==> config.mk <==
export PLATFORM = sky130hd
export DESIGN_NAME = lc3_writeback_param_flat
export DESIGN_NICKNAME = d
export VERILOG_FILES = /design/src/rtl/lc3_writeback_param_if.sv /design/src/rtl/lc3_writeback_param.sv /design/src/flat_wrapper.sv
export SDC_FILE = /design/constraint.sdc
export NUM_CORES = 1
export LEC_CHECK = 0
export ABC_CLOCK_PERIOD_IN_PS = 2400
export CAP_MARGIN = 20
export CORE_ASPECT_RATIO = 2
export CORE_MARGIN = 2
export CORE_UTILIZATION = 45
export CTS_BUF_LIST = sky130_fd_sc_hd__clkbuf_8
export CTS_CLUSTER_DIAMETER = 100
export CTS_CLUSTER_SIZE = 20
export DETAILED_ROUTE_END_ITERATION = 8
export PLACE_DENSITY = 0.64
export SETUP_SLACK_MARGIN = 0.3
export SYNTH_ARGS = -nofsm -noshare
export SYNTH_HDL_FRONTEND = slang
export SYNTH_SLANG_ARGS = --single-unit
==> constraint.sdc <==
create_clock -name clock -period 2.4 [get_ports clock]
set_input_delay 0.48 -clock clock [delete_from_list [all_inputs] [get_ports clock]]
set_output_delay 0.48 -clock clock [all_outputs]
set_load 0.005 [all_outputs]
==> src/rtl/lc3_writeback_param_if.sv <==
// lc3_writeback_param_if: writeback stage inputs (sources, indices) and registered read/status outputs.
interface lc3_writeback_param_if #(parameter int DATA_WIDTH = 16, parameter int REG_AW = 3);
  logic                  enable_writeback;
  logic [1:0]            W_Control;
  logic [DATA_WIDTH-1:0] aluout;
  logic [DATA_WIDTH-1:0] pcout;
  logic [DATA_WIDTH-1:0] memout;
  logic [DATA_WIDTH-1:0] npc;
  logic [REG_AW-1:0]     dr;
  logic [REG_AW-1:0]     sr1;
  logic [REG_AW-1:0]     sr2;
  logic [DATA_WIDTH-1:0] d1;
  logic [DATA_WIDTH-1:0] d2;
  logic [2:0]            psr;
  logic [DATA_WIDTH-1:0] wb_data;
  modport master (
    output enable_writeback, W_Control, aluout, pcout, memout, npc, dr, sr1, sr2,
    input  d1, d2, psr, wb_data
  );
  modport slave (
    input  enable_writeback, W_Control, aluout, pcout, memout, npc, dr, sr1, sr2,
    output d1, d2, psr, wb_data
  );
endinterface

==> src/rtl/lc3_writeback_param.sv <==
// lc3_writeback_param: LC3 writeback mux, parametrised register file, NZP update and registered read ports.
module lc3_writeback_param #(
  parameter int DATA_WIDTH    = 16,
  parameter int NUM_REGS      = 8,
  parameter int REG_AW        = $clog2(NUM_REGS),
  parameter int ENABLE_BYPASS = 1
) (
  input logic clock,
  input logic reset,
  lc3_writeback_param_if.slave wb
);
  logic [DATA_WIDTH-1:0] rf [NUM_REGS];
  logic [DATA_WIDTH-1:0] wr_val, rd1, rd2;
  logic [2:0] psr_n;
  logic dr_ok, sr1_ok, sr2_ok;
  // Indices are widened before the range test so non-power-of-2 depths drop out-of-range accesses.
  always_comb begin
    wr_val = wb.W_Control == 2'd0 ? wb.aluout :
             wb.W_Control == 2'd1 ? wb.pcout  :
             wb.W_Control == 2'd2 ? wb.memout : wb.npc;
    dr_ok  = int'(wb.dr)  < NUM_REGS;
    sr1_ok = int'(wb.sr1) < NUM_REGS;
    sr2_ok = int'(wb.sr2) < NUM_REGS;
    rd1 = !sr1_ok ? '0 : (ENABLE_BYPASS != 0 && dr_ok && wb.sr1 == wb.dr) ? wr_val : rf[wb.sr1];
    rd2 = !sr2_ok ? '0 : (ENABLE_BYPASS != 0 && dr_ok && wb.sr2 == wb.dr) ? wr_val : rf[wb.sr2];
    psr_n = wr_val[DATA_WIDTH-1] ? 3'b100 : (wr_val == '0) ? 3'b010 : 3'b001;
  end
  always_ff @(posedge clock) begin
    if (reset) begin
      for (int i = 0; i < NUM_REGS; i++) rf[i] <= '0;
      wb.d1      <= '0;
      wb.d2      <= '0;
      wb.psr     <= '0;
      wb.wb_data <= '0;
    end else if (wb.enable_writeback) begin
      if (dr_ok) rf[wb.dr] <= wr_val;
      wb.d1      <= rd1;
      wb.d2      <= rd2;
      wb.psr     <= psr_n;
      wb.wb_data <= wr_val;
    end
  end
endmodule

==> src/flat_wrapper.sv <==
// flat-port wrapper written by rule: the top's interface ports become plain ports
module lc3_writeback_param_flat 
#(
  parameter int DATA_WIDTH    = 16,
  parameter int NUM_REGS      = 8,
  parameter int REG_AW        = $clog2(NUM_REGS),
  parameter int ENABLE_BYPASS = 1
)
  (clock, reset, wb_enable_writeback, wb_W_Control, wb_aluout, wb_pcout, wb_memout, wb_npc, wb_dr, wb_sr1, wb_sr2, wb_d1, wb_d2, wb_psr, wb_wb_data);
  lc3_writeback_param_if #(.DATA_WIDTH(DATA_WIDTH), .REG_AW(REG_AW)) wb_i ();
  input logic clock;
  input logic reset;
  input wire logic [$bits(wb_i.enable_writeback)-1:0] wb_enable_writeback;
  input wire logic [$bits(wb_i.W_Control)-1:0] wb_W_Control;
  input wire logic [$bits(wb_i.aluout)-1:0] wb_aluout;
  input wire logic [$bits(wb_i.pcout)-1:0] wb_pcout;
  input wire logic [$bits(wb_i.memout)-1:0] wb_memout;
  input wire logic [$bits(wb_i.npc)-1:0] wb_npc;
  input wire logic [$bits(wb_i.dr)-1:0] wb_dr;
  input wire logic [$bits(wb_i.sr1)-1:0] wb_sr1;
  input wire logic [$bits(wb_i.sr2)-1:0] wb_sr2;
  output wire logic [$bits(wb_i.d1)-1:0] wb_d1;
  output wire logic [$bits(wb_i.d2)-1:0] wb_d2;
  output wire logic [$bits(wb_i.psr)-1:0] wb_psr;
  output wire logic [$bits(wb_i.wb_data)-1:0] wb_wb_data;
  assign wb_i.enable_writeback = wb_enable_writeback;
  assign wb_i.W_Control = wb_W_Control;
  assign wb_i.aluout = wb_aluout;
  assign wb_i.pcout = wb_pcout;
  assign wb_i.memout = wb_memout;
  assign wb_i.npc = wb_npc;
  assign wb_i.dr = wb_dr;
  assign wb_i.sr1 = wb_sr1;
  assign wb_i.sr2 = wb_sr2;
  assign wb_d1 = wb_i.d1;
  assign wb_d2 = wb_i.d2;
  assign wb_psr = wb_i.psr;
  assign wb_wb_data = wb_i.wb_data;
  lc3_writeback_param #(.DATA_WIDTH(DATA_WIDTH), .NUM_REGS(NUM_REGS), .REG_AW(REG_AW), .ENABLE_BYPASS(ENABLE_BYPASS)) u_core (.clock(clock), .reset(reset), .wb(wb_i));
endmodule
# --- After elaboration in Yosys (flattened, before gate mapping) ---
# Memory sizes are Yosys's and may differ from the RTL's. A register that Yosys moved wholly into a read port is not among the register bits.
# Cells that the tools add are included.
word_totals:
  mem_bits_ro: 0
  latch_bits: 0
  memories: 1
  in_bits: 78
  ff_bits: 19
  mem_bits_rw: 128
  out_inout_bits: 51
classes:
  add_sub_neg: 0
  mux: 13
  reduce_logical: 3
  n_lt_le_gt_ge: 0
  eq_ne: 2
  shifts: 0
  div: 0
  multipliers: 0
  bitwise: 0
memory_table:
  columns: ["memory", "words", "width", "rd", "rd_ports_with_merged_regs", "write_ports", "line", "rtl"]
  rows:
  - ["u_core.rf", 8, 16, 2, 2, 8, "lc3_writeback_param.sv:12", "logic [DATA_WIDTH-1:0] rf [NUM_REGS];"]
ops:
  columns: ["op", "n"]
  rows:
  - ["two-way mux 16 bit", 4]
  - ["logical NOT 16 bit", 1]
  - ["OR reduction 16 bit", 1]
  - ["two-way mux 1 bit", 6]
  - ["two-way mux 3 bit", 2]
  - ["== test 2 x 1 -> 1 bit, second input constant", 1]
  - ["== test 2 bit, second input constant", 1]
  - ["logical NOT 2 bit", 1]
  - ["two-way mux 2 bit", 1]

# --- Depth between registers and ports, before layout ---
logic_depth:
  depth_word: 7
  depth_mapped: 8
  depth_no_buf: 4

# --- Worst setup path before layout ---
# Ideal clock, no wire load.
synth_path:
  path_kind: "input port to flip-flop"
  from: "in wb_enable_writeback"
  to: "mem u_core.rf[5][0], enable pin"
  n_path_buf: 2
  t_required_ns: 2.025
  slack_ns: 0.215
  path_stages: 6
  arrival_time_ns: 1.810
  cell_sequence: "clkbuf_1 > nand2b_1 > clkbuf_1 > nor2_1 > nand3_1 > nand2b_1"
synth_rtl:
  columns: ["element", "line", "rtl"]
  rows:
  - ["start, declared", "flat_wrapper.sv:13", "input wire logic [$bits(wb_i.enable_writeback)-1:0] wb_enable_writeback;"]
  - ["end, declared", "lc3_writeback_param.sv:12", null]

# --- Worst setup path after layout ---
layout_path:
  from: "reg u_core.wb.d2[5] (read register of u_core.rf)"
  to: "out wb_d2[5]"
layout_rtl:
  columns: ["element", "line", "rtl"]
  rows:
  - ["start, declared", "lc3_writeback_param_if.sv:22", "output d1, d2, psr, wb_data"]
  - ["end, declared", "flat_wrapper.sv:23", "output wire logic [$bits(wb_i.d2)-1:0] wb_d2;"]
# No word-level cell between the ends.

==> results.yml <==
hold_path:
  hold_start: "reset"
  hp-class: "input pin to flop"
  min_path_cells: 3
  min_to: "u_core.wb.psr[2]"
synthesis:
  synth_area_leaders: "edfxtp_1 41%, mux4_2 19%, dfxtp_1 11%, nor2_1 6.9%, mux2_2 4.8%"
  synth-simple-area-share: 0.113
  synth-edff-count: 128
  synth.most_common_cell: "nor2_1"
  syn_area_um2: 9360
  yosysTopAreaCell: "edfxtp_1"
  syn_avg_cell_area_um2: 13.1
  synthTopCellsByCount: "172 x nor2_1, 128 x edfxtp_1, 80 x mux4_2"
  ys_types: 29
  syn_inst: 713
  synthXorXnorAreaFrac: 0.00562
  synth_compound_area_frac: 0.0410
  async_reset_ff_frac: 0
  synthMuxAreaShare: 0.291
  synth_top_family_by_area: "multiplexers"
  seq_area_frac_synth: 0.518
  syn-num-nets: 791
  synthFlopType: "edfxtp_1"
  ys_warn_count: 0
  synth_top_area_share: 0.411
  synth_fa_ha_area_frac: 0
  ys_seq_elements: 178
layout:
  final_nets: 974
  syn_to_final_growth_pct: 28.3
  fillers: 1680
  layoutNonFillerInstCount: 1176
  drive_gt1_frac: 0.285
  stdcell_area_um2: 12000
  postLayoutCoreUtil: 0.587
global_routing:
  grt_start_max_net_pins: 46
  grt_pass1_wl_um: 40400
  grt_pass1_vias: 7312
  grt_usage: 0.249
  overflow: 0
  antenna_found_initial: 1
clock_network:
  htree_levels: 4
  numCtsBuffers: 17
  insertion_delay_ns: 0.49
  clock-root-buffer: "clkbuf_8"
  cts_hold_buf: 0
  postCtsSetupBuffers: 0
  clock-sinks: 178
  path_clk_slew_ns: 0.10
  cts_tree: "yes"
  cts_resized: 0
  clock_path_buffers: 2
pwr:
  ir_worst_vdd_v: 0.000320
  total_power_mw: 7.18
  power_leakage_nw: 4.31
  power_density_nw_per_um2: 598
die:
  core_um2: 20500
  io_pins: 129
  die_height_um: 208
  die-area_um2: 22000
  die_x_um: 106
  num_rows: 74
  initial_core_util: 0.457
critical_path:
  path_cells: "clkdlybuf4s50_1"
  rrSetupSlack_ns: 0.71
  required_ns: 1.92
  crit_type: "flop to output port"
  crit_arrival_ns: 1.49
  cp-end-kind: "output port"
  crit_buf_inv: 1
  worstSetupStartpoint: "u_core.wb.d2[5]"
  worstReg2RegEnd: "u_core.wb.d1[2]"
  cp_max_fo: 2
  r2r-start: "u_core.rf[2][2]"
  cpLargestDelayFamily: "buffers and inverters"
  worst_r2r_path_depth: 4
  critPathMaxStageDelay_ns: 0.57
  start_kind: "flop"
  crit_slowest_cell: "clkdlybuf4s50_1"
place:
  place_inst: 1143
  port_buffers: 128
  place_area_um2: 11600
  place.gp.congestion: 0.884
  place_hpwl_um: 20800
sta:
  fin_worst_skew_ns: 0.0115
  fin_crit_ns: 1.97
  slew_headroom: 0.652
  clock.fmax_mhz: 508
  whs_ns: 0.461
  finalCritPeriodShare: 0.819
  setup_viol: 0
  hold_viol: 0
  drv_slew: 0
  rsz0062_at_grt: "no"
  worst-slew-pin-transition_ns: 0.522
route:
  drt_first_pass_iters: 7
  drc: 0
  routed_wl_um: 26600
  via_per_inst: 5.81
  vias: 6828
  dr.max_layer_used: "met4"
  ant_nets: 0
  m1WireLength_um: 8930
  drt_iter0_drc: 582
  wl_met2_um: 15000
  wl_per_cell_um: 22.6
  route.met3.wl_um: 1300
run_status:
  outcome: "finished, final reports clean"
job:
  cap_violations: 0
-- per-layer routing --
metal / up-vias / GRT usage
met2: 290 / 0.466
met3: 74 / 0.0492
met4: 0 / 0.140
met1: 3400 / 0.250
met5: - / 0
li1: 3064 / -
-- flip-flops by register name, indices dropped and copies added, names as in the netlist --
name and cells:
u_core.wb.psr 3, u_core.rf 128, u_core.wb.d2 16, u_core.wb.wb_data 15
u_core.wb.d1 16
-- cells in the final DEF, fill, tap and decap left out --
cell and count:
buf_4 80, o31ai_1 1, nand2_1 27, a41oi_1 2
clkinv_1 2, mux2_2 40, bufinv_16 1, a21oi_1 1
buf_12 17, and4_1 2, edfxtp_1 128, xnor2_1 6
clkinv_4 1, nand4_1 2, buf_2 6, nand3_1 4
diode_2 1, clkinv_2 1, inv_6 3, mux4_2 80
inv_8 5, clkdlybuf4s50_1 122, nand2b_2 5, clkinv_8 2
a32o_1 1, o21ai_1 16, clkinvlp_4 1, mux2i_1 38
o22ai_1 6, nor2b_1 28, a22oi_1 1, a221oi_1 25
dfxtp_1 50, nor2_1 172, nand2b_1 4, clkbuf_8 17
mux2_1 8, nor4_1 4
-- stage by stage --
stage	setup WS (ns)	TNS, ns
after floorplan	0.336	0
after detailed placement	-0.0432	-0.0434
final	0.433	0
after global placement	-0.0326	-0.0326
after CTS	0.416	0
after global routing	0.381	0
-- where the power goes --
part,internal (mW),total (mW),switching [mW]
Sequential,3.50,3.61,0.110
Clock,0.875,2.10,1.23
Combinational,0.824,1.47,0.644
Total,5.20,7.18,1.98
-- how the worst max path moves through the flow --
| stage | endpoint | slack [ns] | cells past startpoint |
|---|---|---|---|
| after CTS | wb_d2[5] | 0.42 | 1 |
| after floorplan | u_core.wb.d2[0] | 0.34 | 6 |
| after global placement | u_core.wb.psr[0] | -0.03 | 6 |
| after global routing | u_core.wb.psr[0] | 0.38 | 6 |
| final | wb_d2[5] | 0.43 | 1 |
| after detailed placement | u_core.wb.psr[0] | -0.04 | 6 |
-- logic make-up (layout without fill, tap and decap cells) --
kind of cell,after synthesis,after routing
AO/OA/AOI/OAI,53,53
XOR/XNOR,6,6
buffers and inverters,62,258
flip-flops,178,178
multiplexers,166,166
other,0,1
AND/OR/NAND/NOR,248,248
-- area by class of cell --
type / count / area, µm² / share of cell area
repair buffers: 225 / 2190 / 0.183
clock inverters: 15 / 170 / 0.0142
diodes: 1 / 2.50 / 0.000208
flip-flops and latches: 178 / 4840 / 0.404
inverters: 1 / 3.75 / 0.000313
clock buffers: 17 / 234 / 0.0195
multi-input cells: 473 / 4230 / 0.352
well taps: 266 / 333 / 0.0277
Power figures use the tool's default switching activity.
